`src/rtl/jt12_pcm_pkg.sv`:
```
// Shared constants and sample conversion for the YM2612 DAC path.
// Exports PCM_W, DAC_W, DEFAULT_DEPTH and dac_conv().
package jt12_pcm_pkg;

  localparam int PCM_W         = 9;
  localparam int DAC_W         = 8;
  localparam int DEFAULT_DEPTH = 4;

  // Offset-binary byte to signed 9-bit: flip MSB, scale by 2.
  function automatic logic [PCM_W-1:0] dac_conv(
    input logic [DAC_W-1:0] d
  );
    return {~d[7], d[6:0], 1'b0};
  endfunction

endpackage

```
`src/rtl/jt12_dac_fifo_mem.sv`:
```
// DAC sample storage: DEPTH entries, sync write, registered read.
// Ports: clk, rst, i_push, i_pop, i_flush, i_wdata -> o_rdata, o_level.
module jt12_dac_fifo_mem
  import jt12_pcm_pkg::*;
#(
  parameter int DEPTH = DEFAULT_DEPTH,
  parameter int LW    = 3
) (
  input  logic             clk,
  input  logic             rst,
  input  logic             i_push,
  input  logic             i_pop,
  input  logic             i_flush,
  input  logic [PCM_W-1:0] i_wdata,
  output logic [PCM_W-1:0] o_rdata,
  output logic [LW-1:0]    o_level
);

  localparam int AW = LW - 1;

  logic [PCM_W-1:0] r_mem [DEPTH];
  logic [LW-1:0]    r_wcnt;
  logic [LW-1:0]    r_rcnt;
  logic [PCM_W-1:0] r_rdata;
  logic [AW-1:0]    w_wptr;
  logic [AW-1:0]    w_rptr;

  // Counters run modulo 2*DEPTH; their low bits are the pointers.
  assign w_wptr  = r_wcnt[AW-1:0];
  assign w_rptr  = r_rcnt[AW-1:0];
  assign o_level = r_wcnt - r_rcnt;
  assign o_rdata = r_rdata;

  always_ff @(posedge clk) begin
    if (i_push && !rst && !i_flush)
      r_mem[w_wptr] <= i_wdata;
  end

  always_ff @(posedge clk) begin
    if (rst || i_flush) begin
      r_wcnt  <= '0;
      r_rcnt  <= '0;
      r_rdata <= '0;
    end else begin
      if (i_push)
        r_wcnt <= r_wcnt + 1'b1;
      if (i_pop) begin
        r_rcnt  <= r_rcnt + 1'b1;
        r_rdata <= r_mem[w_rptr];
      end
    end
  end

endmodule

```
`src/rtl/jt12_dac_fifo.sv`:
```
// YM2612 DAC sample FIFO: CPU pushes 0x2A bytes, zero edges pop.
// Ports: clk, rst, clk_en, cpu_*, dacen_*, clr_flags, zero -> pcm,
// pcm_wr, dac_en, level, ovf, udf.
module jt12_dac_fifo
  import jt12_pcm_pkg::*;
#(
  parameter int DEPTH = DEFAULT_DEPTH,
  parameter int LW    = 3
) (
  input  logic                    clk,
  input  logic                    rst,
  input  logic                    clk_en,
  input  logic [DAC_W-1:0]        cpu_din,
  input  logic                    cpu_wr,
  input  logic                    dacen_wr,
  input  logic                    dacen_din,
  input  logic                    clr_flags,
  input  logic                    zero,
  output logic signed [PCM_W-1:0] pcm,
  output logic                    pcm_wr,
  output logic                    dac_en,
  output logic [LW-1:0]           level,
  output logic                    ovf,
  output logic                    udf
);

  logic             r_last_zero;
  logic             r_dac_en;
  logic             r_pcm_wr;
  logic             r_ovf;
  logic             r_udf;

  logic             w_slot;
  logic             w_wr;
  logic             w_pop_req;
  logic             w_pop;
  logic             w_push;
  logic             w_full;
  logic             w_empty;
  logic             w_flush;
  logic             w_ovf_set;
  logic             w_udf_set;
  logic             w_clr;
  logic [LW-1:0]    w_level;
  logic [PCM_W-1:0] w_rdata;

  assign w_slot    = zero && !r_last_zero;
  assign w_full    = (w_level == LW'(DEPTH));
  assign w_empty   = (w_level == '0);
  assign w_wr      = clk_en && cpu_wr && r_dac_en;
  assign w_pop_req = w_slot && r_dac_en;
  assign w_pop     = w_pop_req && !w_empty;
  // A pop in the same cycle frees the slot the push needs.
  assign w_push    = w_wr && (!w_full || w_pop);
  assign w_ovf_set = w_wr && w_full && !w_pop;
  assign w_udf_set = w_pop_req && w_empty;
  assign w_clr     = clk_en && clr_flags;
  // Disabling the DAC drops queued samples and zeroes the output.
  assign w_flush   = clk_en && dacen_wr
                  && !dacen_din && r_dac_en;

  jt12_dac_fifo_mem #(
    .DEPTH (DEPTH),
    .LW    (LW)
  ) u_mem (
    .clk     (clk),
    .rst     (rst),
    .i_push  (w_push),
    .i_pop   (w_pop),
    .i_flush (w_flush),
    .i_wdata (dac_conv(cpu_din)),
    .o_rdata (w_rdata),
    .o_level (w_level)
  );

  always_ff @(posedge clk) begin
    if (rst) begin
      r_last_zero <= 1'b1;
      r_dac_en    <= 1'b0;
      r_pcm_wr    <= 1'b0;
      r_ovf       <= 1'b0;
      r_udf       <= 1'b0;
    end else begin
      r_last_zero <= zero;
      r_pcm_wr    <= w_pop && !w_flush;
      if (clk_en && dacen_wr)
        r_dac_en <= dacen_din;
      if (w_ovf_set)
        r_ovf <= 1'b1;
      else if (w_clr)
        r_ovf <= 1'b0;
      if (w_udf_set)
        r_udf <= 1'b1;
      else if (w_clr)
        r_udf <= 1'b0;
    end
  end

  assign pcm    = w_rdata;
  assign pcm_wr = r_pcm_wr;
  assign dac_en = r_dac_en;
  assign level  = w_level;
  assign ovf    = r_ovf;
  assign udf    = r_udf;

endmodule

```
`config.mk`:
```
export PLATFORM = sky130hd
export DESIGN_NAME = jt12_dac_fifo
export DESIGN_NICKNAME = d
export VERILOG_FILES = /design/src/rtl/jt12_pcm_pkg.sv /design/src/rtl/jt12_dac_fifo_mem.sv /design/src/rtl/jt12_dac_fifo.sv
export SDC_FILE = /design/constraint.sdc
export NUM_CORES = 1
export LEC_CHECK = 0
export BUFFER_PORTS_ARGS = -buffer_cell sky130_fd_sc_hd__buf_2
export CAP_MARGIN = 40
export CORE_ASPECT_RATIO = 0.9
export CORE_UTILIZATION = 60
export DETAILED_ROUTE_END_ITERATION = 12
export PLACE_DENSITY_LB_ADDON = 0.1
export SYNTH_ARGS = -nofsm -noshare
export SYNTH_HDL_FRONTEND = slang
export SYNTH_SLANG_ARGS = --single-unit
```
`constraint.sdc`:
```
create_clock -name clk -period 5.56 [get_ports clk]
set_clock_uncertainty 0.15 [all_clocks]
set_input_delay 0.556 -clock clk [delete_from_list [all_inputs] [get_ports clk]]
set_output_delay 0.556 -clock clk [all_outputs]
set_load 0.05 [all_outputs]
```
Word-level counts from Yosys, hierarchy flattened --
Memories as Yosys holds them, arrays and structs flattened. A register that Yosys moved wholly into a read port is not among the register bits. Index checks and enable logic that the tools add are counted.
Word-level totals: bits in registers 20, RAM bits 32, bits of input ports 16, output and inout port bits 16, word-level logic and storage cells 47, memories kept 1
Memories:
- u_mem.r_mem | words 4, bits a word 8, read ports 1, clocked after Yosys merged registers in 1, wr ports 1, RTL line jt12_dac_fifo_mem.sv:21 | logic [PCM_W-1:0] r_mem [DEPTH];
Cells by class: $add $sub $neg 3, eq/ne operators 1, multiplexer cells 5, bitwise gates (word level) 1, reduce and logical (&&, ||, !) cells 28
Operator list (count):
- $logic_and A1 B1 Y1 | 16
- $logic_not A1 Y1 | 7
- $add A3 B1 Y3 const B | 2
- $mux W1 | 5
- $reduce_bool A2 Y1 | 2
- $eq A3 B3 Y1 const B | 1
- $logic_not A3 Y1 | 1
- $sub A3 B3 Y3 | 1
- $logic_or A1 B1 Y1 | 2
- $not A1 Y1 | 1

Longest topological paths before layout --
Gate-level depths: netlist of the first run.
word-level depth 10, depth in mapped cells 8, mapped depth without buffers 8

By module --
A second synthesis of the first run with hierarchy kept.
Second synthesis, totals: cells, all modules 144, area total of the unflattened synthesis 2233.4 um2
Modules (own cells, without submodules):
- jt12_dac_fifo_mem | times used 1, cells an instance 116, area each 1985.7 um2, sequential area each 1381.3 um2
- jt12_dac_fifo | times used 1, cells an instance 28, area each 247.7 um2, sequential area each 100.1 um2

Worst setup path after synthesis of the first run --
Ideal clock, no wire load.
path kind flip-flop to flip-flop, start register u_mem.r_wcnt[0], end memory u_mem.r_mem[3][0] in the netlist's numbering, enable pin, library setup time 383 ps, data arrival time 2389 ps, setup slack 2638 ps, cell stages (with the launch flop) 8, path buffers 0, period minus slack after synthesis 2922 ps, cell sequence dfxtp_1 inv_1 ha_1 fa_1 xnor3_2 inv_1 and3_1 nor3_1
On the way: word-level cells in the longest chain between the ends 10, elaborated cells between the ends (all ways) 12, classes of those cells add/sub: 1; eq/ne: 1; mux: 2; reduce/logical: 8
RTL lines:
- start, declared | RTL line jt12_dac_fifo_mem.sv:22 | logic [LW-1:0] r_wcnt;
- start signal, assigned | RTL line jt12_dac_fifo_mem.sv:46 | r_wcnt <= r_wcnt + 1'b1;
- $sub A3 B3 Y3 (*) | RTL line jt12_dac_fifo_mem.sv:31 | assign o_level = r_wcnt - r_rcnt;
- net level[2] | RTL line jt12_dac_fifo.sv:22 | output logic [LW-1:0] level,
- $logic_not A3 Y1 | RTL line jt12_dac_fifo.sv:49 | assign w_empty = (w_level == '0);
- $logic_not A1 Y1 | RTL line jt12_dac_fifo.sv:52 | assign w_pop = w_pop_req && !w_empty;
- $logic_and A1 B1 Y1 | RTL line jt12_dac_fifo.sv:52
- $logic_or A1 B1 Y1 (*) | RTL line jt12_dac_fifo.sv:54 | assign w_push = w_wr && (!w_full || w_pop);
- $logic_and A1 B1 Y1 (*) | RTL line jt12_dac_fifo.sv:54
- $logic_and A1 B1 Y1 (*) (2 in series) | RTL line jt12_dac_fifo_mem.sv:35 | if (i_push && !rst && !i_flush)
- $mux W1 (*) | RTL line jt12_dac_fifo_mem.sv:35
- $mux W1 (implied by the code) (*) | RTL line jt12_dac_fifo_mem.sv:36 | r_mem[w_wptr] <= i_wdata;
- end, declared | RTL line jt12_dac_fifo_mem.sv:21
Mark *: on every way through the listed nets, which the timed path passes. The rest lies on a longest branch.

Worst setup path in the final report of the first run --
start register u_mem.r_rcnt[0], end memory u_mem.r_mem[1][2] in the netlist's numbering, enable pin
On the way: word-level cells in the longest chain between the ends 10, elaborated cells between the ends (all ways) 12, classes of those cells add/sub: 1; eq/ne: 1; mux: 2; reduce/logical: 8
RTL lines:
- start, declared | RTL line jt12_dac_fifo_mem.sv:23 | logic [LW-1:0] r_rcnt;
- start signal, assigned | RTL line jt12_dac_fifo_mem.sv:48 | r_rcnt <= r_rcnt + 1'b1;
- $sub A3 B3 Y3 (*) | RTL line jt12_dac_fifo_mem.sv:31
- $logic_not A3 Y1 | RTL line jt12_dac_fifo.sv:49
- $logic_not A1 Y1 | RTL line jt12_dac_fifo.sv:52
- $logic_and A1 B1 Y1 | RTL line jt12_dac_fifo.sv:52
- $logic_or A1 B1 Y1 (*) | RTL line jt12_dac_fifo.sv:54
- $logic_and A1 B1 Y1 (*) | RTL line jt12_dac_fifo.sv:54
- $logic_and A1 B1 Y1 (*) (2 in series) | RTL line jt12_dac_fifo_mem.sv:35
- $mux W1 (*) | RTL line jt12_dac_fifo_mem.sv:35
- $mux W1 (implied by the code) (*) | RTL line jt12_dac_fifo_mem.sv:36
Every way passes the cells marked *; elsewhere a longest branch is shown, timed or not.

==> results of run 1 <==
[how the worst min path moves through the flow]
| stage | startpoint | cells after the start | slack (ns) | to |
|---|---|---|---|---|
| 2_1_floorplan | u_mem.r_rcnt[2] | 3 | 0.35 | u_mem.r_rcnt[2] |
| 3_3_place_gp | ovf | 2 | 0.29 | ovf |
| 3_5_place_dp | ovf | 2 | 0.30 | ovf |
| 4_1_cts | rst | 2 | 0.31 | dac_en |
| 5_1_grt | cpu_din[5] | 1 | 0.32 | u_mem.r_mem[3][5] |
| 6_report | zero | 2 | 0.32 | r_last_zero |
[state kept, by name, summed over array words and instances, names as in the netlist, 3 cells and up]
register / count
u_mem.r_mem: 32
u_mem.r_wcnt: 3
u_mem.r_rcnt: 3
u_mem.o_rdata: 8
[metrics by stage]
step | cell area, um^2 | hold slack (ns) | total power, uW
3_3_place_gp | 2252 | 0.2926 | 431.4
4_1_cts | 2347 | 0.3139 | 635.5
3_5_place_dp | 2260 | 0.3041 | 432.5
6_report | 2347 | 0.3212 | 631.7
5_1_grt | 2347 | 0.3171 | 653.4
2_1_floorplan | 2113 | 0.3541 | 422.9
[worst register-to-register path, stage by stage, from the launching register on]
cell	delay, ns
dfxtp_1	0.77
ha_1	0.29
fa_1	0.45
and2_1	0.25
and3_1	0.22
nor3_1	0.27
and2_1	0.44
[power by group through the flow]
stage                     combinational [uW]  sequential, uW  clock, uW
after floorplan                         9.61             413          0
after CTS                               20.7             403        212
final                                   20.5             403        208
after detailed placement                20.6             412          0
after global routing                    22.4             403        228
after global placement                  19.6             412          0
[final cells by class]
cell class	instances	share of cell area [%]
well taps	44	2.345
flip-flops and latches	51	57.14
clock buffers	5	2.932
multi-input cells	74	28.78
clock inverters	3	0.7996
repair buffers	31	6.716
inverters	8	1.279
[per-layer routing]
layer | part of all wire, % | up-vias | wire length (um) | track usage (%)
li1 | - | 566 | - | -
met1 | 47 | 551 | 1620 | 26.82
met2 | 49 | 21 | 1673 | 35.49
met3 | 2.5 | 4 | 87 | 6.977
met4 | 0.94 | 0 | 32 | 5.714
met5 | 0 | - | 0 | 0
[placed cells by master, fill, tap and decap left out, types with 3 or more instances in the layout]
| master | synthesis | final |
|---|---|---|
| edfxtp_1 | 32 | 32 |
| buf_2 | 0 | 30 |
| dfxtp_1 | 19 | 19 |
| nor2_1 | 14 | 14 |
| mux2i_1 | 10 | 10 |
| inv_1 | 8 | 8 |
| mux4_2 | 8 | 8 |
| ha_1 | 6 | 6 |
| nand2_1 | 5 | 5 |
| clkbuf_8 | 0 | 5 |
| and2_1 | 4 | 4 |
| xnor2_1 | 3 | 3 |
[logic make-up after synthesis]
| kind of cell | after synthesis | share of synthesized area (%) |
|---|---|---|
| flip-flops | 51 | 63.47 |
| AND/OR/NAND/NOR | 35 | 8.112 |
| multiplexers | 18 | 13.26 |
| buffers and inverters | 14 | 4.559 |
| AO/OA/AOI/OAI | 9 | 3.553 |
| adder cells (fa/ha/maj) | 7 | 4.500 |
| XOR/XNOR | 4 | 2.368 |
| other | 1 | 0.1774 |
==> metrics.yaml, run 1 <==
yosys:
  synth_edf_count: 32
  ys_dominant_reg_cell: "edfxtp_1"
  synth_fp_nets: 162
  synthesis.area_um2: 2113
  avgSynthCellArea_um2: 15.20
  syn-instance-count: 139
  synth.top_cell.area_share_pct: 45.47
  asyncSetResetFlopFracSynth_pct: 0
  yosys.area.top_type: "edfxtp_1"
  synth_cell_types: 33
  synth-seq-area-share_pct: 63.47
  yosys.cell_count.top_type: "edfxtp_1"
  most_frequent_cells_after_synthesis: "edfxtp_1, dfxtp_1, nor2_1"
  synth_seq_cells: 51
  synthesis_warnings: 0
  yosys-top-cells-area: "edfxtp_1, dfxtp_1, mux4_2, mux2i_1, ha_1"
clocking:
  clock_tree.htree_level_count: 2
  root_buffer_cell: "clkbuf_8"
  clk_pin_slew_worst_paths_ns: 0.09
  clkLatencyLatePin_ns: 0.30
  postCtsHoldBufs: 0
  post_cts_buffers: 0
  tritoncts_num_sinks: 51
  clock_path_buffers: 2
  tritoncts: "built"
  cts_made_buffers: 5
  number_of_instances_resized_during_post_cts_repair: 0
power:
  vdd.ir_drop.worst_v: 0.0002019
  power_leakage_uw: 0.0008928
  switch_share_pct: 21.24
  intPower_uw: 497.6
  power_switching_uw: 134.2
  powerDensity_nw_per_um2: 269.1
  seq_power_share_pct: 63.8
  p_clk_share_pct: 32.9
  power_share_of_the_combinational_group_pct: 3.2
die:
  placementRows: 20
  num_io_pins: 32
  coreArea_um2: 3378
  die_h_um: 58.30
  design.die.area_um2: 3764
  die_x_um: 64.56
  floorplan.initialDensity_pct: 62.56
critical_path:
  crit_path_start: "u_mem.r_rcnt[0]"
  required_ns: 5.37
  worstReg2RegStart: "u_mem.r_rcnt[0]"
  worst_path_maximum_fanout: 11
  cp_top_family: "simple AND/OR/NAND/NOR gates"
  critical_path.cell_chain: "ha_1, fa_1, and2_1, and3_1, nor3_1, and2_1"
  critical_path.slowest_cell: "dfxtp_1"
  critPathBufInv: 0
  reg2reg_setup_slack_ns: 2.38
  cpPeakStageDelay_ns: 0.77
  critical_path_depth: 6
  cp-start-kind: "flip-flop"
  worst_r2r_endpoint: "u_mem.r_mem[1][2]"
  worst-endpoint-arrival_ns: 2.98
  cp-end-kind: "flip-flop"
  crit_path_frequent_cell: "and2_1"
  critPathCapture: "u_mem.r_mem[1][2]"
  reg2reg_depth: 6
  start_to_end_type_of_the_worst_setup_path: "reg -> reg"
global_routing:
  grt_use_total_pct: 21.17
  grt_antenna_before_repair: 0
  grt_start_max_net_pins: 18
  grt_pass1_vias: 1130
  grt_first_pass_wirelength_mm: 5.561
  remaining_global_route_overflow: 0
placed_design:
  dpl_worst_slack_ns: 2.345
  dpl.cell_count: 208
  portBuffers: 30
  globalplace.congestion: 0.7697
  place.detailed.hpwl_mm: 2.422
route:
  via_count: 1142
  drtIter0Drc: 27
  drtPass1Iterations: 4
  vias_per_cell: 5.287
  route.detailed.drc: 0
  antenna_violating_nets_post_route: 0
  postRouteWirelength_mm: 3.414
  detail_route.wl_per_cell_um: 15.81
final_layout:
  total_area_of_multi_input_combinational_cells_um2: 675.6
  diodes_inserted: 0
  area_growth_pct: 11.07
  layoutNonFillerInstCount: 216
  drive_above_1_share_pct: 30.81
  layout_utilization_pct: 69.48
  final_net_count: 194
  area_used_by_sequential_logic_in_the_layout_um2: 1341
  filler_cell_count: 234
sta:
  worst_slew_margin_rel_pct: 54.63
  final_max_slew_viol_count: 0
  timing_worst_slew_pin_value_ns: 0.6797
  shortest_period_the_worst_path_allows_ns: 3.175
  max_clock_freq_ghz: 0.3149
  final_setup_violation_count: 0
  timing.final.ws_setup_ns: 2.385
  grt_setup_unrepaired: "no"
  finalHoldViolations: 0
  final.period_utilization_pct: 57.11
  timing.setup.tns_ns: 0
status:
  outcome: "complete, no violations"
hold_path:
  hp-class: "in -> reg"
flow_run:
  timing.max_cap.violations: 0
No activity file was read; power rests on OpenSTA's default activity.
==> run 2, diff against run 1 <==
Settings changed: CORE_UTILIZATION 60 to 55.
Clock period 5.56 ns to 3.25 ns, I/O delays scaled along.
==> metrics.yaml, run 2 (synthesis results as in run 1) <==
final_layout:
  largest_reg_flops: 32
  area_used_by_sequential_logic_in_the_layout_um2: 1341
  area_growth_pct: 11.84
  layout.cells.most_common: "edfxtp_1"
  diodes_inserted: 0
  registers.top_by_ff_count: "u_mem.r_mem"
  post-route-cell-area_um2: 2364
  most-common-layout-cells: "edfxtp_1, buf_2, dfxtp_1"
  filler_cell_count: 258
  final_net_count: 196
  total_area_of_multi_input_combinational_cells_um2: 675.6
  drive_above_1_share_pct: 31.03
die:
  coreArea_um2: 3528
  die_h_um: 60.81
  floorplan.initialDensity_pct: 59.89
  num_io_pins: 32
  die_x_um: 67.34
  design.die.area_um2: 4095
  placementRows: 20
sta:
  final.period_utilization_pct: 86.82
  shortest_period_the_worst_path_allows_ns: 2.822
  timing.final.ws_setup_ns: 0.4284
  max_clock_freq_ghz: 0.3544
  timing_worst_slew_pin_value_ns: 0.6471
  final_setup_violation_count: 0
  final_max_slew_viol_count: 0
  timing.setup.tns_ns: 0
  worst_slew_margin_rel_pct: 56.86
  grt_setup_unrepaired: "no"
  hold_ws_ns: 0.08882
  finalHoldViolations: 0
power:
  fin_total_pwr_uw: 1074
  power_leakage_uw: 0.0008972
  vdd.ir_drop.worst_v: 0.0003434
  powerDensity_nw_per_um2: 454.4
clocking:
  tritoncts: "built"
  post_cts_buffers: 0
  postCtsHoldBufs: 0
  root_buffer_cell: "clkbuf_8"
  number_of_instances_resized_during_post_cts_repair: 0
  tritoncts_num_sinks: 51
  clk_pin_slew_worst_paths_ns: 0.09
  cts_made_buffers: 5
  clkLatencyLatePin_ns: 0.30
  clock_path_buffers: 2
  clock_tree.htree_level_count: 2
route:
  detail_route.wl_per_cell_um: 15.57
  drtIter0Drc: 66
  postRouteWirelength_mm: 3.395
  via_count: 1177
  antenna_violating_nets_post_route: 0
  drtPass1Iterations: 4
  route.detailed.drc: 0
  vias_per_cell: 5.399
critical_path:
  worst-endpoint-arrival_ns: 2.63
  cpPeakStageDelay_ns: 0.43
  required_ns: 3.06
  critical_path.slowest_cell: "and2_1"
  start_to_end_type_of_the_worst_setup_path: "reg -> reg"
  cp-end-kind: "flip-flop"
  reg2reg_depth: 8
  critical_path.cell_chain: "inv_1, ha_1, fa_1, xnor3_2, inv_1, and3_1, nor3_1, and2_1"
  worst_path_maximum_fanout: 8
  crit_path_frequent_cell: "inv_1"
  cp-start-kind: "flip-flop"
placed_design:
  globalplace.congestion: 0.7788
  dpl_cell_area_um2: 2275
  portBuffers: 30
  place.detailed.hpwl_mm: 2.469
  dpl_worst_slack_ns: 0.4201
global_routing:
  grt_start_max_net_pins: 18
  grt_pass1_vias: 1142
  remaining_global_route_overflow: 0
  grt_use_total_pct: 19.22
  grt_antenna_before_repair: 0
  grt_first_pass_wirelength_mm: 5.416
hold_path:
  worstHoldPathCells: 2
  hp-class: "in -> reg"
flow_run:
  timing.max_cap.violations: 0
status:
  outcome: "complete, no violations"
run 2: final timing paths:
kind	startpoint	to	slack [ns]
setup / recovery	u_mem.r_wcnt[0]	u_mem.r_mem[0][5]	0.43
hold / removal	zero	r_last_zero	0.09
setup reg to reg	u_mem.r_wcnt[0]	u_mem.r_mem[0][5]	0.43
hold reg to reg	ovf	ovf	0.31
run 2: worst max-delay path: cells and delay by family (launching register included):
kind | cells | cell delay (ns)
simple gates | 3 | 0.88
fa+ha+maj | 2 | 0.57
flops | 1 | 0.40
xor+xnor | 1 | 0.28
buf+inv | 2 | 0.20
run 2: layer usage:
layer	up-vias	global-route usage, %	part of all wire (%)
li1	568	-	-
met1	567	24.43	44
met2	35	31.43	49
met3	7	5.075	4.7
met4	0	8.207	1.6
met5	-	0	0
run 2: report_power, final:
| group | switching (uW) | internal, uW |
|---|---|---|
| sequential | 1.89 | 688 |
| combinational | 23.3 | 11.5 |
| clock | 199 | 150 |
| total | 224 | 850 |
run 2: through the flow:
step,std cells,util [%]
after CTS,218,66.99
final,218,66.99
after floorplan,139,-
after global placement,210,64.47
after global routing,218,66.99
after detailed placement,210,64.47
run 2: area by class of cell:
type	instances	share of cell area, %
Sequential cell	51	56.75
Multi-Input combinational cell	74	28.59
Timing Repair Buffer	33	7.305
Tap cell	44	2.329
Clock buffer	5	2.912
Inverter	8	1.271
Clock inverter	3	0.8470
